File: src/rtl/hazard_branch_ctrl.sv
// Pipeline control sequencer for the 5-stage MIPS datapath.
// Resolves taken branches at MEM, stalls on load-use hazards, flushes
// younger instructions, and keeps saturating event counters for debug.
module hazard_branch_ctrl #(
    parameter int LOAD_STALL = 1,
    parameter int FLUSH_HOLD = 0,
    parameter int CNT_W      = 16
) (
    input  logic             Clk,
    input  logic             Reset,
    input  logic             Branch_MEM,
    input  logic             Zero_MEM,
    input  logic             MemRead_EX,
    input  logic [4:0]       Rt_EX,
    input  logic [4:0]       Rs_ID,
    input  logic [4:0]       Rt_ID,
    input  logic             UsesRt_ID,
    output logic             PCSrc,
    output logic             PCWrite,
    output logic             IFIDWrite,
    output logic             IFIDFlush,
    output logic             IDEXFlush,
    output logic             EXMEMFlush,
    output logic [CNT_W-1:0] StallCount,
    output logic [CNT_W-1:0] FlushCount,
    output logic [1:0]       State
);

    typedef enum logic [1:0] {
        RUN   = 2'd0,
        STALL = 2'd1,
        FLUSH = 2'd2
    } state_t;

    // Hold values: number of cycles still to spend in STALL/FLUSH after entry
    localparam logic [3:0] FLUSH_HOLD_V = 4'(FLUSH_HOLD);
    localparam logic [3:0] STALL_HOLD_V = 4'(LOAD_STALL - 1);
    localparam bit         FLUSH_EXTEND = (FLUSH_HOLD > 0);
    localparam bit         STALL_EXTEND = (LOAD_STALL > 1);

    state_t     state_reg;
    logic [3:0] hold_reg;
    logic       taken;
    logic       hazard;
    logic       flush_act;
    logic       stall_act;

    assign taken  = Branch_MEM & Zero_MEM;
    assign hazard = MemRead_EX & (Rt_EX != 5'd0) &
                    ((Rt_EX == Rs_ID) | (UsesRt_ID & (Rt_EX == Rt_ID)));

    // Action decode: the branch is older than the load, so flush wins over any stall
    always_comb begin
        flush_act = taken | (state_reg == FLUSH);
        stall_act = 1'b0;
        if (!flush_act) begin
            stall_act = (state_reg == STALL) | ((state_reg == RUN) & hazard);
        end
    end

    assign PCSrc      = taken;
    assign PCWrite    = ~stall_act;
    assign IFIDWrite  = ~stall_act;
    assign IFIDFlush  = flush_act;
    assign IDEXFlush  = flush_act | stall_act;
    assign EXMEMFlush = flush_act;
    assign State      = state_reg;

    // Sequencer: tracks multi-cycle stall/flush windows with a down-counting hold
    always_ff @(posedge Clk or posedge Reset) begin
        if (Reset) begin
            state_reg <= RUN;
            hold_reg  <= 4'd0;
        end else begin
            case (state_reg)
                RUN: begin
                    if (taken) begin
                        if (FLUSH_EXTEND) begin
                            state_reg <= FLUSH;
                            hold_reg  <= FLUSH_HOLD_V;
                        end
                    end else if (hazard) begin
                        if (STALL_EXTEND) begin
                            state_reg <= STALL;
                            hold_reg  <= STALL_HOLD_V;
                        end
                    end
                end
                STALL, FLUSH: begin
                    if (taken) begin
                        if (FLUSH_EXTEND) begin
                            state_reg <= FLUSH;
                            hold_reg  <= FLUSH_HOLD_V;
                        end else begin
                            state_reg <= RUN;
                            hold_reg  <= 4'd0;
                        end
                    end else if (hold_reg <= 4'd1) begin
                        state_reg <= RUN;
                        hold_reg  <= 4'd0;
                    end else begin
                        hold_reg <= hold_reg - 4'd1;
                    end
                end
                default: begin
                    // Unused encoding: fall back to normal running
                    state_reg <= RUN;
                    hold_reg  <= 4'd0;
                end
            endcase
        end
    end

    // Saturating statistics: one count per stall cycle, one per taken branch
    always_ff @(posedge Clk or posedge Reset) begin
        if (Reset) begin
            StallCount <= '0;
            FlushCount <= '0;
        end else begin
            if (stall_act && (StallCount != {CNT_W{1'b1}})) begin
                StallCount <= StallCount + 1'b1;
            end
            if (taken && (FlushCount != {CNT_W{1'b1}})) begin
                FlushCount <= FlushCount + 1'b1;
            end
        end
    end

endmodule
File: config.mk
export PLATFORM = sky130hd
export DESIGN_NAME = hazard_branch_ctrl
export DESIGN_NICKNAME = d
export VERILOG_FILES = /design/src/rtl/hazard_branch_ctrl.sv
export SDC_FILE = /design/constraint.sdc
export NUM_CORES = 1
export LEC_CHECK = 0
export ABC_CLOCK_PERIOD_IN_PS = 1930
export BUFFER_PORTS_ARGS = -buffer_cell sky130_fd_sc_hd__buf_2
export CAP_MARGIN = 0
export CELL_PAD_IN_SITES_DETAIL_PLACEMENT = 1
export CELL_PAD_IN_SITES_GLOBAL_PLACEMENT = 2
export CORE_AREA = 2 2 81 83
export DETAILED_ROUTE_END_ITERATION = 10
export DIE_AREA = 0 0 83 85
export PLACE_DENSITY = 0.81
export SYNTH_ARGS = -nofsm -noshare
export SYNTH_HDL_FRONTEND = slang
export SYNTH_SLANG_ARGS = --single-unit
File: constraint.sdc
create_clock -name Clk -period 1.93 [get_ports Clk]
set_input_delay 0.386 -clock Clk [delete_from_list [all_inputs] [get_ports Clk]]
set_output_delay 0.386 -clock Clk [all_outputs]
set_load 0.01 [all_outputs]
==> results of run 1 <==
cells in the mapped netlist (2+ instances only):
| master | n | area (sq um) |
|---|---|---|
| sky130_fd_sc_hd__nor3_1 | 4 | 20.0 |
| sky130_fd_sc_hd__nand2b_1 | 3 | 18.8 |
| sky130_fd_sc_hd__nor2_1 | 6 | 22.5 |
| sky130_fd_sc_hd__inv_1 | 4 | 15.0 |
| sky130_fd_sc_hd__nand3_1 | 14 | 70.1 |
| sky130_fd_sc_hd__nand4_1 | 17 | 106 |
| sky130_fd_sc_hd__xnor2_1 | 33 | 289 |
| sky130_fd_sc_hd__mux2_1 | 2 | 22.5 |
| sky130_fd_sc_hd__and3_1 | 6 | 37.5 |
| sky130_fd_sc_hd__ha_1 | 2 | 25.0 |
| sky130_fd_sc_hd__dfrtp_1 | 32 | 801 |
| sky130_fd_sc_hd__buf_4 | 6 | 45.0 |
| sky130_fd_sc_hd__nand2_1 | 14 | 52.6 |
| sky130_fd_sc_hd__and4_1 | 3 | 26.3 |
| sky130_fd_sc_hd__xor2_1 | 3 | 26.3 |
per-layer routing:
metal	track usage [%]	vias up	part of all wire (%)
li1	-	746	-
met1	17.3	766	44
met2	24.3	37	50
met3	3.89	6	5.1
met4	4.02	0	1.3
met5	0	-	0
kinds of logic after synthesis:
group           after synthesis  synth area share [%]
compound gates                9                  5.54
xor+xnor                     36                  17.7
fa+ha+maj                     2                  1.40
buf+inv                      10                  3.37
flops                        32                  44.9
mux                           4                  2.73
other cells                   1                 0.210
simple gates                 74                  24.2
layout make-up:
| type | instances | area (sq um) | share of cell area (%) |
|---|---|---|---|
| tap | 77 | 96.3 | 4.00 |
| inverter | 4 | 15.0 | 0.623 |
| sequential | 32 | 801 | 33.2 |
| multi-input combinational | 127 | 935 | 38.8 |
| clock inverter | 1 | 30.0 | 1.25 |
| clock buffer | 7 | 96.3 | 4.00 |
| timing repair buffer | 76 | 438 | 18.2 |
sequential cells by signal, indices dropped and copies added, names as in the netlist:
register,cells
StallCount,16
FlushCount,16
timing repair:
item	in CTS	in global routing
buffers inserted	1	2
pin swaps	2	2
endpoints found under the setup margin	2	3
gates resized for setup	1	0
stage by stage:
stage	cells	TNS, ns	instance area, sq um	setup WS (ns)	utilization, %
floorplan	169	0	1790	0.0532	-
global placement	313	-0.0289	2250	-0.0148	36.3
detailed placement	313	-0.153	2250	-0.0378	36.3
CTS	322	-0.00895	2400	-0.00895	38.6
global route	324	0	2410	0.000995	38.9
finish	324	0	2410	0.0437	38.9
worst max-delay path: stages:
cell and delay, ns:
sky130_fd_sc_hd__buf_2 0.11, sky130_fd_sc_hd__or4_4 0.55, sky130_fd_sc_hd__o211ai_4 0.18, sky130_fd_sc_hd__nand2b_4 0.16, sky130_fd_sc_hd__buf_2 0.12
worst min-delay path by stage:
| stage | startpoint | endpoint | slack (ns) |
|---|---|---|---|
| 2_1_floorplan | Reset | FlushCount[0] | 0.50 |
| 3_3_place_gp | FlushCount[14] | FlushCount[14] | 0.47 |
| 3_5_place_dp | FlushCount[14] | FlushCount[14] | 0.48 |
| 4_1_cts | Reset | FlushCount[13] | 0.19 |
| 5_1_grt | Reset | FlushCount[13] | 0.22 |
| 6_report | Reset | FlushCount[13] | 0.17 |
power by group:
part           switching, W  internal, W
logic              0.000267     0.000259
clock network      0.000260     0.000456
registers         0.0000898     0.000757
==> out/qor.tcl, run 1 <==
set qor(setup-violations-final) 0
set qor(worst_setup_endpoint) {IFIDWrite}
set qor(hold_viol_final) 0
set qor(r2r-end) {FlushCount[1]}
set qor(ff2ff_path_depth) 4
set qor(synthCells) 168
set qor(synthDistinctLibCells) 34
set qor(r2r_setup_slack_ns) 0.15
set qor(criticalPathCategory) {input pin to output port}
set qor(syn_to_final_growth_pct) 35.1
set qor(ffs_w_async_s_r_synth_pct) 100
set qor(clk_path_buf_depth) 2
set qor(rsz0062_at_grt) {false}
set qor(insertedDiodeCount) 0
set qor(die_area_sq_um) 7060
set qor(insertion_delay_ns) 0.29
set qor(achievable-frequency_mhz) 530
set qor(grt_antenna_before_repair) 0
set qor(worstSetupEndpointType) {output port}
set qor(place_congestion) 0.792
set qor(first_pass_grt_wire_length_um) 8100
set qor(worst_ir_drop_vdd_uv) 398
set qor(drtPass1Iterations) 4
set qor(layout.cells.most_common) {sky130_fd_sc_hd__buf_2}
set qor(layout.cells.most_common_list) {sky130_fd_sc_hd__buf_2 (58), sky130_fd_sc_hd__xnor2_1 (33), sky130_fd_sc_hd__dfrtp_1 (32), sky130_fd_sc_hd__nand4_1 (17), sky130_fd_sc_hd__buf_4 (17)}
set qor(drcViolationCount) 0
set qor(hold_buffers) 0
set qor(clkTransAtPathRegs_ns) 0.07
set qor(core_rows) 29
set qor(cts_made_buffers) 5
set qor(mappedNetlistArea_sq_um) 1780
set qor(startpoint) {Rt_EX[1]}
set qor(chipHeight_um) 85
set qor(number_of_enable_type_register_cells_in_the_synthesized_netlist) 0
set qor(cts_htree_levels) 2
set qor(overflow) 0
set qor(timing.max_cap.violations) 0
set qor(clock-root-buffer) {sky130_fd_sc_hd__clkbuf_8}
set qor(holdCritPathClass) {input pin to async pin}
set qor(syn_warnings) 0
set qor(initial_utilization_pct) 28.8
set qor(endpoint_required_time_on_the_critical_path_ns) 1.54
set qor(worst_clock_skew_ns) 0.00805
set qor(fill_cells) 747
set qor(timing.critical_path.arrival_ns) 1.50
set qor(io_pins) 61
set qor(via_per_inst) 4.80
set qor(r2r-start) {FlushCount[1]}
set qor(finalHoldWorstSlack_ns) 0.171
set qor(finalPower_w) 0.00209
set qor(fin_nets) 269
set qor(dieWidth_um) 83
set qor(wl_per_cell_um) 13.9
set qor(outcome) {complete, no violations}
set qor(layout_worst_path_cycle_share_pct) 97.7
set qor(dominantRegCellSynth) {sky130_fd_sc_hd__dfrtp_1}
set qor(post_synth.cell_area_avg_sq_um) 10.6
set qor(critPathMaxFanout) 2
set qor(vias) 1555
set qor(dpl.hpwl_um) 3500
set qor(synth.yosys.seq_area_share_pct) 44.9
set qor(io_buffers) 58
set qor(tritoncts) {built}
set qor(placeableCoreArea_sq_um) 6200
set qor(slew_headroom_pct) 66.0
set qor(groute.usage.overall_pct) 14.1
set qor(finalMaxSlewViolations) 0
set qor(max_slew.worst_pin.slew_ns) 0.506
set qor(grt_max_degree) 33
set qor(crit_path_start_kind) {input pin}
set qor(synth-seq-cells) 32
set qor(number_of_global_route_vias_before_repair) 1636
set qor(wirelength_um) 4520
set qor(pwr_cell_area_nw_per_um2) 866
set qor(drive_above_1_share_pct) 38.5
set qor(cts.sinks) 32
set qor(drt_iter0_drc) 26
set qor(p_leak_nw) 1.20
set qor(antenna_violating_nets_post_route) 0
set qor(min_period_ns) 1.89
No activity file was read; power rests on OpenSTA's default activity.
==> inputs of run 2 (changes only) <==
- ABC_CLOCK_PERIOD_IN_PS: 1930 -> 1800
- clock period: 1.93 -> 1.8 ns (I/O delays scaled with it)
==> run 2 against run 1 <==
Against the previous run: final cell count increased by 4.0%; sequential share of layout area decreased by 1.5 points; global-route usage increased by 1.1 points; first-iteration DRC count increased by 65%; via count increased by 3.8%; largest power group unchanged.
==> out/qor.tcl, run 2 (same netlist as run 1, synthesis figures left out) <==
set qor(hold_buffers) 0 ;# unchanged
set qor(cts_htree_levels) 2 ;# unchanged
set qor(worstSetupEndpointType) {output port}
set qor(die_area_sq_um) 7060 ;# unchanged
set qor(multi_input_area_sq_um) 980 ;# +4.8%
set qor(layout_worst_path_cycle_share_pct) 99.9
set qor(wirelength_um) 4990 ;# +10%
set qor(finalMaxSlewViolations) 0 ;# unchanged
set qor(chipHeight_um) 85 ;# unchanged
set qor(cpMaxStageDelayCell) {sky130_fd_sc_hd__or4_4}
set qor(timing.critical_path.arrival_ns) 1.44 ;# -0.06 ns
set qor(crit_path_start_kind) {input pin}
set qor(io_pins) 61 ;# unchanged
set qor(dieWidth_um) 83 ;# unchanged
set qor(regArea_sq_um) 801 ;# unchanged
set qor(first_pass_grt_wire_length_um) 8600 ;# +6.2%
set qor(worst_clock_skew_ns) 0.00608 ;# -0.00197 ns
set qor(ff2ff_path_depth) 4 ;# unchanged
set qor(achievable-frequency_mhz) 556
set qor(initial_utilization_pct) 28.8 ;# unchanged
set qor(cpLargestDelayFamily) {simple AND/OR/NAND/NOR gates}
set qor(drt_iter0_drc) 43 ;# +65%
set qor(layout.cells.most_common_list) {sky130_fd_sc_hd__buf_2 (54), sky130_fd_sc_hd__dfrtp_1 (32), sky130_fd_sc_hd__buf_4 (31), sky130_fd_sc_hd__xnor2_1 (28), sky130_fd_sc_hd__nand4_1 (17)}
set qor(syn_to_final_growth_pct) 41.7
set qor(insertedDiodeCount) 0 ;# unchanged
set qor(path_buf_inv) 2 ;# unchanged
set qor(holdCritPathClass) {input pin to async pin}
set qor(rsz0062_at_grt) {true}
set qor(tritoncts) {built}
set qor(critPathMaxFanout) 2 ;# unchanged
set qor(drive_above_1_share_pct) 43.8 ;# +5.4 points
set qor(clkTransAtPathRegs_ns) 0.07 ;# about the same
set qor(detailedPlace.worstSlack_ns) -0.137 ;# -0.0993 ns
set qor(finalPower_w) 0.00204 ;# -2.3%
set qor(p_leak_nw) 1.29 ;# +7.4%
set qor(pwr_cell_area_nw_per_um2) 807 ;# -6.8%
set qor(timing.max_cap.violations) 0 ;# unchanged
set qor(via_per_inst) 4.79 ;# -0.21%
set qor(endpoint_required_time_on_the_critical_path_ns) 1.44 ;# -0.10 ns
set qor(finalHoldWorstSlack_ns) 0.157 ;# -0.0141 ns
set qor(antenna_violating_nets_post_route) 0 ;# unchanged
set qor(core_rows) 29 ;# unchanged
set qor(clock-root-buffer) {sky130_fd_sc_hd__clkbuf_8}
set qor(cts_made_buffers) 5 ;# unchanged
set qor(cts.sinks) 32 ;# unchanged
set qor(grt_antenna_before_repair) 0 ;# unchanged
set qor(placeableCoreArea_sq_um) 6200 ;# unchanged
set qor(dpl.hpwl_um) 3760 ;# +7.3%
set qor(io_buffers) 58 ;# unchanged
set qor(setup-violations-final) 0 ;# unchanged
set qor(drtPass1Iterations) 6 ;# +2
set qor(wl_per_cell_um) 14.8 ;# +6.2%
set qor(outcome) {complete, no violations}
set qor(crit_path_frequent_cell) {sky130_fd_sc_hd__buf_6}
set qor(clk_path_buf_depth) 2 ;# unchanged
set qor(grt_max_degree) 33 ;# unchanged
set qor(fin_nets) 283 ;# +5.2%
set qor(number_of_global_route_vias_before_repair) 1724 ;# +5.4%
set qor(min_period_ns) 1.80
set qor(overflow) 0 ;# unchanged
set qor(reg_top3) {FlushCount x16, StallCount x16}
set qor(cp_cell_sequence) {buf_6 > or4_4 > o211ai_4 > nand2b_4 > buf_6}
set qor(critical_path_depth) 5 ;# unchanged
set qor(worst_ir_drop_vdd_uv) 343 ;# -14%
set qor(criticalPathCategory) {input pin to output port}
set qor(timing.critical_path.slowest_cell_delay_ns) 0.55 ;# about the same
set qor(layout.cells.most_common) {sky130_fd_sc_hd__buf_2}
set qor(fill_cells) 745 ;# -0.27%
set qor(hold_viol_final) 0 ;# unchanged
set qor(vias) 1614 ;# +3.8%
set qor(drcViolationCount) 0 ;# unchanged
set qor(postLayoutCoreUtil_pct) 40.8 ;# +1.9 points
set qor(groute.usage.overall_pct) 15.1 ;# +1.1 points
set qor(place_congestion) 0.784 ;# -0.91%
set qor(final.setup.worst_slack_ns) 0.00193 ;# -0.0418 ns
set qor(insertion_delay_ns) 0.28 ;# about the same
run 2: final cells by class:
type,count,area share [%]
Timing Repair Buffer,90,22.1
Multi-Input combinational cell,127,38.7
Clock inverter,1,0.198
Clock buffer,6,2.87
Inverter,4,0.594
Sequential cell,32,31.7
Tap cell,77,3.81
run 2: final timing paths:
| check | startpoint | end | slack (ns) |
|---|---|---|---|
| min in group Clk | FlushCount[8] | FlushCount[8] | 0.49 |
| min | Reset | StallCount[6] | 0.16 |
| max in group asynchronous | Reset | StallCount[2] | 1.34 |
| max | Rt_EX[1] | PCWrite | 0.002 |
| min reg2reg | FlushCount[8] | FlushCount[8] | 0.49 |
| max reg2reg | FlushCount[0] | FlushCount[1] | 0.12 |
run 2: tightest hold or removal path, stage by stage:
cell and delay [ns]:
sky130_fd_sc_hd__buf_2 0.09, sky130_fd_sc_hd__inv_1 0.04, sky130_fd_sc_hd__buf_4 0.37
run 2: routing by layer:
| layer | share of wire, % | up-vias | wire (um) | global-route usage (%) |
|---|---|---|---|---|
| li1 | - | 774 | - | - |
| met3 | 4.9 | 15 | 245 | 3.99 |
| met5 | 0 | - | 0 | 0 |
| met2 | 50 | 47 | 2510 | 26.3 |
| met1 | 42 | 778 | 2100 | 18.0 |
| met4 | 2.7 | 0 | 136 | 5.51 |
run 2: stage by stage:
stage / area [sq um] / setup TNS, ns / std cells
floorplan: 1800 / 0 / 169
global placement: 2350 / -0.471 / 327
detailed placement: 2350 / -0.834 / 327
CTS: 2470 / -0.0465 / 336
global route: 2530 / -0.168 / 337
finish: 2530 / 0 / 337
run 2: where the power goes:
group	internal (W)	leakage, nW	total (W)	switching (W)
Combinational	0.000313	0.815	0.000625	0.000311
Sequential	0.000812	0.433	0.000891	0.0000783
Clock	0.000263	0.0410	0.000526	0.000263
Total	0.00139	1.29	0.00204	0.000653
run 2: timing repair:
item	in CTS	in global routing
hold endpoints to repair	0	0
resized for setup	3	9
pin swaps	3	11
buffers inserted	2	1
endpoints found under the setup margin	3	10
==> inputs of run 3 (changes only) <==
- CORE_AREA: 2 2 81 83 -> 4 4 83 85
- DIE_AREA: 0 0 83 85 -> 0 0 87 89
==> run 3 against run 2 <==
Against the previous run: the run now ends with negative setup slack left; register-to-register slack gained 0.02 ns; power increased by 8.6%; routed wire length rose by 2.9%; critical path type unchanged.
==> out/qor.tcl, run 3 (same netlist as run 1, synthesis figures left out) <==
set qor(outcome) {complete, but fails checks}
set qor(failed_checks) {negative setup slack}
set qor(timing.max_cap.violations) 0 ;# unchanged
set qor(clkTransAtPathRegs_ns) 0.07 ;# about the same
set qor(placed_cells) 326 ;# -0.31%
set qor(post-route-cell-area_sq_um) 2550 ;# +0.89%
set qor(insertedDiodeCount) 0 ;# unchanged
set qor(initial_utilization_pct) 28.8 ;# unchanged
set qor(grt_max_degree) 33 ;# unchanged
set qor(vias) 1633 ;# +1.2%
set qor(hold_viol_final) 0 ;# unchanged
set qor(achievable-frequency_mhz) 551 ;# -0.86%
set qor(first_pass_grt_wire_length_um) 8240 ;# -4.3%
set qor(drt_iter0_drc) 42 ;# -2.3%
set qor(gr-usage-met3_pct) 3.87 ;# -0.12 points
set qor(crit_path_start_kind) {input pin}
set qor(layout.cells.most_common_list) {sky130_fd_sc_hd__buf_2 (54), sky130_fd_sc_hd__dfrtp_1 (32), sky130_fd_sc_hd__xnor2_1 (29), sky130_fd_sc_hd__buf_4 (29), sky130_fd_sc_hd__nand4_1 (17)}
set qor(drive_above_1_share_pct) 43.1 ;# -0.77 points
set qor(layout.cells.most_common) {sky130_fd_sc_hd__buf_2}
set qor(drtPass1Iterations) 4 ;# -2
set qor(cts_htree_levels) 2 ;# unchanged
set qor(tritoncts) {built}
set qor(wirelength_um) 5140 ;# +2.9%
set qor(met1_usage_pct) 15.9 ;# -2.1 points
set qor(reg_top3) {FlushCount x16, StallCount x16}
set qor(hold_buffers) 0 ;# unchanged
set qor(share_clk_of_total_power_pct) 31.0 ;# +5.2 points
set qor(power.share.sequential_pct) 40.4 ;# -3.2 points
set qor(grt_antenna_before_repair) 0 ;# unchanged
set qor(rsz0062_at_grt) {true}
set qor(cell_internal_pwr_w) 0.00154 ;# +11%
set qor(io_pins) 61 ;# unchanged
set qor(gr-max-usage-layer) {met2}
set qor(antenna_violating_nets_post_route) 0 ;# unchanged
set qor(io_buffers) 58 ;# unchanged
set qor(chipHeight_um) 89 ;# +4.7%
set qor(clk_path_buf_depth) 2 ;# unchanged
set qor(fraction_of_met2_tracks_used_by_global_routing_pct) 25.5 ;# -0.85 points
set qor(holdCritPathClass) {input pin to async pin}
set qor(power_switching_share_pct) 30.6 ;# -1.4 points
set qor(cts_made_buffers) 5 ;# unchanged
set qor(layout_worst_path_cycle_share_pct) 101 ;# +0.87 points
set qor(clock-root-buffer) {sky130_fd_sc_hd__clkbuf_8}
set qor(timing.critical_path.arrival_ns) 1.45 ;# about the same
set qor(cts.sinks) 32 ;# unchanged
set qor(final.setup.worst_slack_ns) -0.0137 ;# -0.0157 ns
set qor(dieWidth_um) 87 ;# +4.8%
set qor(number_of_global_route_vias_before_repair) 1698 ;# -1.5%
set qor(setup-violations-final) 2 ;# +2
set qor(finalHoldWorstSlack_ns) 0.158 ;# +0.000729 ns
set qor(finalNonFillerCells) 337 ;# unchanged
set qor(place_congestion) 0.779 ;# -0.65%
set qor(pwr_cell_area_nw_per_um2) 869 ;# +7.7%
set qor(finalMaxSlewViolations) 0 ;# unchanged
set qor(wl_per_cell_um) 15.2 ;# +2.9%
set qor(core_rows) 29 ;# unchanged
set qor(power.share.combinational_pct) 28.6 ;# -2.0 points
set qor(dpl.hpwl_um) 3880 ;# +3.3%
set qor(groute.usage.overall_pct) 13.9 ;# -1.3 points
set qor(placed_cell_area_sq_um) 2360 ;# +0.21%
set qor(syn_to_final_growth_pct) 43.0
set qor(worstSetupEndpointType) {output port}
set qor(worst_clock_skew_ns) 0.00341 ;# -0.00267 ns
set qor(net-switching-power_w) 0.000678 ;# +3.8%
set qor(p_leak_nw) 1.29 ;# +0.32%
set qor(insertion_delay_ns) 0.28 ;# about the same
set qor(min_period_ns) 1.81 ;# +0.0157 ns
set qor(die_area_sq_um) 7740 ;# +9.8%
set qor(worst_ir_drop_vdd_uv) 515 ;# +50%
set qor(critPathMaxFanout) 2 ;# unchanged
set qor(fin_nets) 282 ;# -0.35%
set qor(r2r-start) {StallCount[0]}
set qor(endpoint_required_time_on_the_critical_path_ns) 1.44 ;# about the same
set qor(placeableCoreArea_sq_um) 6200 ;# unchanged
set qor(via_per_inst) 4.85 ;# +1.2%
set qor(r2r_setup_slack_ns) 0.14 ;# +0.02 ns
set qor(r2r-end) {StallCount[8]}
set qor(criticalPathCategory) {input pin to output port}
set qor(ff2ff_path_depth) 6 ;# +2
set qor(drcViolationCount) 0 ;# unchanged
set qor(overflow) 0 ;# unchanged
[run 3: cell count changes in the layout (fill, tap and decap cells not counted), sizes merged]
cell / previous run / this run
bufinv: 0 / 1
buf: 90 / 89
[run 3: repair_timing]
item	4_1_cts	5_1_grt
resized for setup	3	7
setup endpoints to repair	2	6
hold endpoints to repair	0	0
setup buffers	1	2
pin swaps	2	8
[run 3: area by class of cell]
| class | count | area, sq um |
|---|---|---|
| tap | 77 | 96.3 |
| inverter | 4 | 15.0 |
| clock buffer | 6 | 72.6 |
| sequential | 32 | 801 |
| fill | 740 | 3650 |
| multi-input combinational | 127 | 967 |
| timing repair buffer | 89 | 564 |
| clock inverter | 2 | 35.0 |
[run 3: power by group through the flow]
stage / Combinational [W] / Clock (W) / Sequential, W
floorplan: 0.000224 / 0 / 0.000983
global placement: 0.000598 / 0 / 0.000904
detailed placement: 0.000618 / 0 / 0.000910
CTS: 0.000628 / 0.000710 / 0.000899
global route: 0.000699 / 0.000743 / 0.000913
finish: 0.000634 / 0.000687 / 0.000897
[run 3: worst max-delay path by stage]
| stage | start | end | slack, ns | depth (start not counted) |
|---|---|---|---|---|
| 5_1_grt | Rt_EX[1] | IFIDWrite | -0.05 | 8 |
| 4_1_cts | Rt_EX[3] | IFIDWrite | -0.04 | 5 |
| 2_1_floorplan | Rt_EX[1] | PCWrite | 0.01 | 4 |
| 3_5_place_dp | Rt_EX[1] | IFIDWrite | -0.15 | 5 |
| 6_report | Rt_EX[2] | IFIDWrite | -0.01 | 5 |
| 3_3_place_gp | Rt_EX[1] | PCWrite | -0.12 | 5 |
[run 3: layer usage]
metal,share of wire [%],wire length (um)
met5,0,0
met4,0.99,51
met3,5.4,277
met2,52,2680
met1,41,2130
[run 3: worst max-delay path: stages]
cell	delay, ns
sky130_fd_sc_hd__buf_6	0.09
sky130_fd_sc_hd__or4_4	0.55
sky130_fd_sc_hd__o211ai_4	0.18
sky130_fd_sc_hd__nand2b_4	0.17
sky130_fd_sc_hd__buf_6	0.10
[run 3: through the flow]
step	utilization (%)	setup TNS [ns]	total power (W)	worst slack (ns)
2_1_floorplan	-	0	0.00121	0.0148
3_3_place_gp	38.0	-0.459	0.00150	-0.123
3_5_place_dp	38.0	-0.887	0.00153	-0.149
4_1_cts	40.2	-0.0770	0.00224	-0.0392
5_1_grt	41.1	-0.141	0.00235	-0.0506
6_report	41.1	-0.0259	0.00222	-0.0137
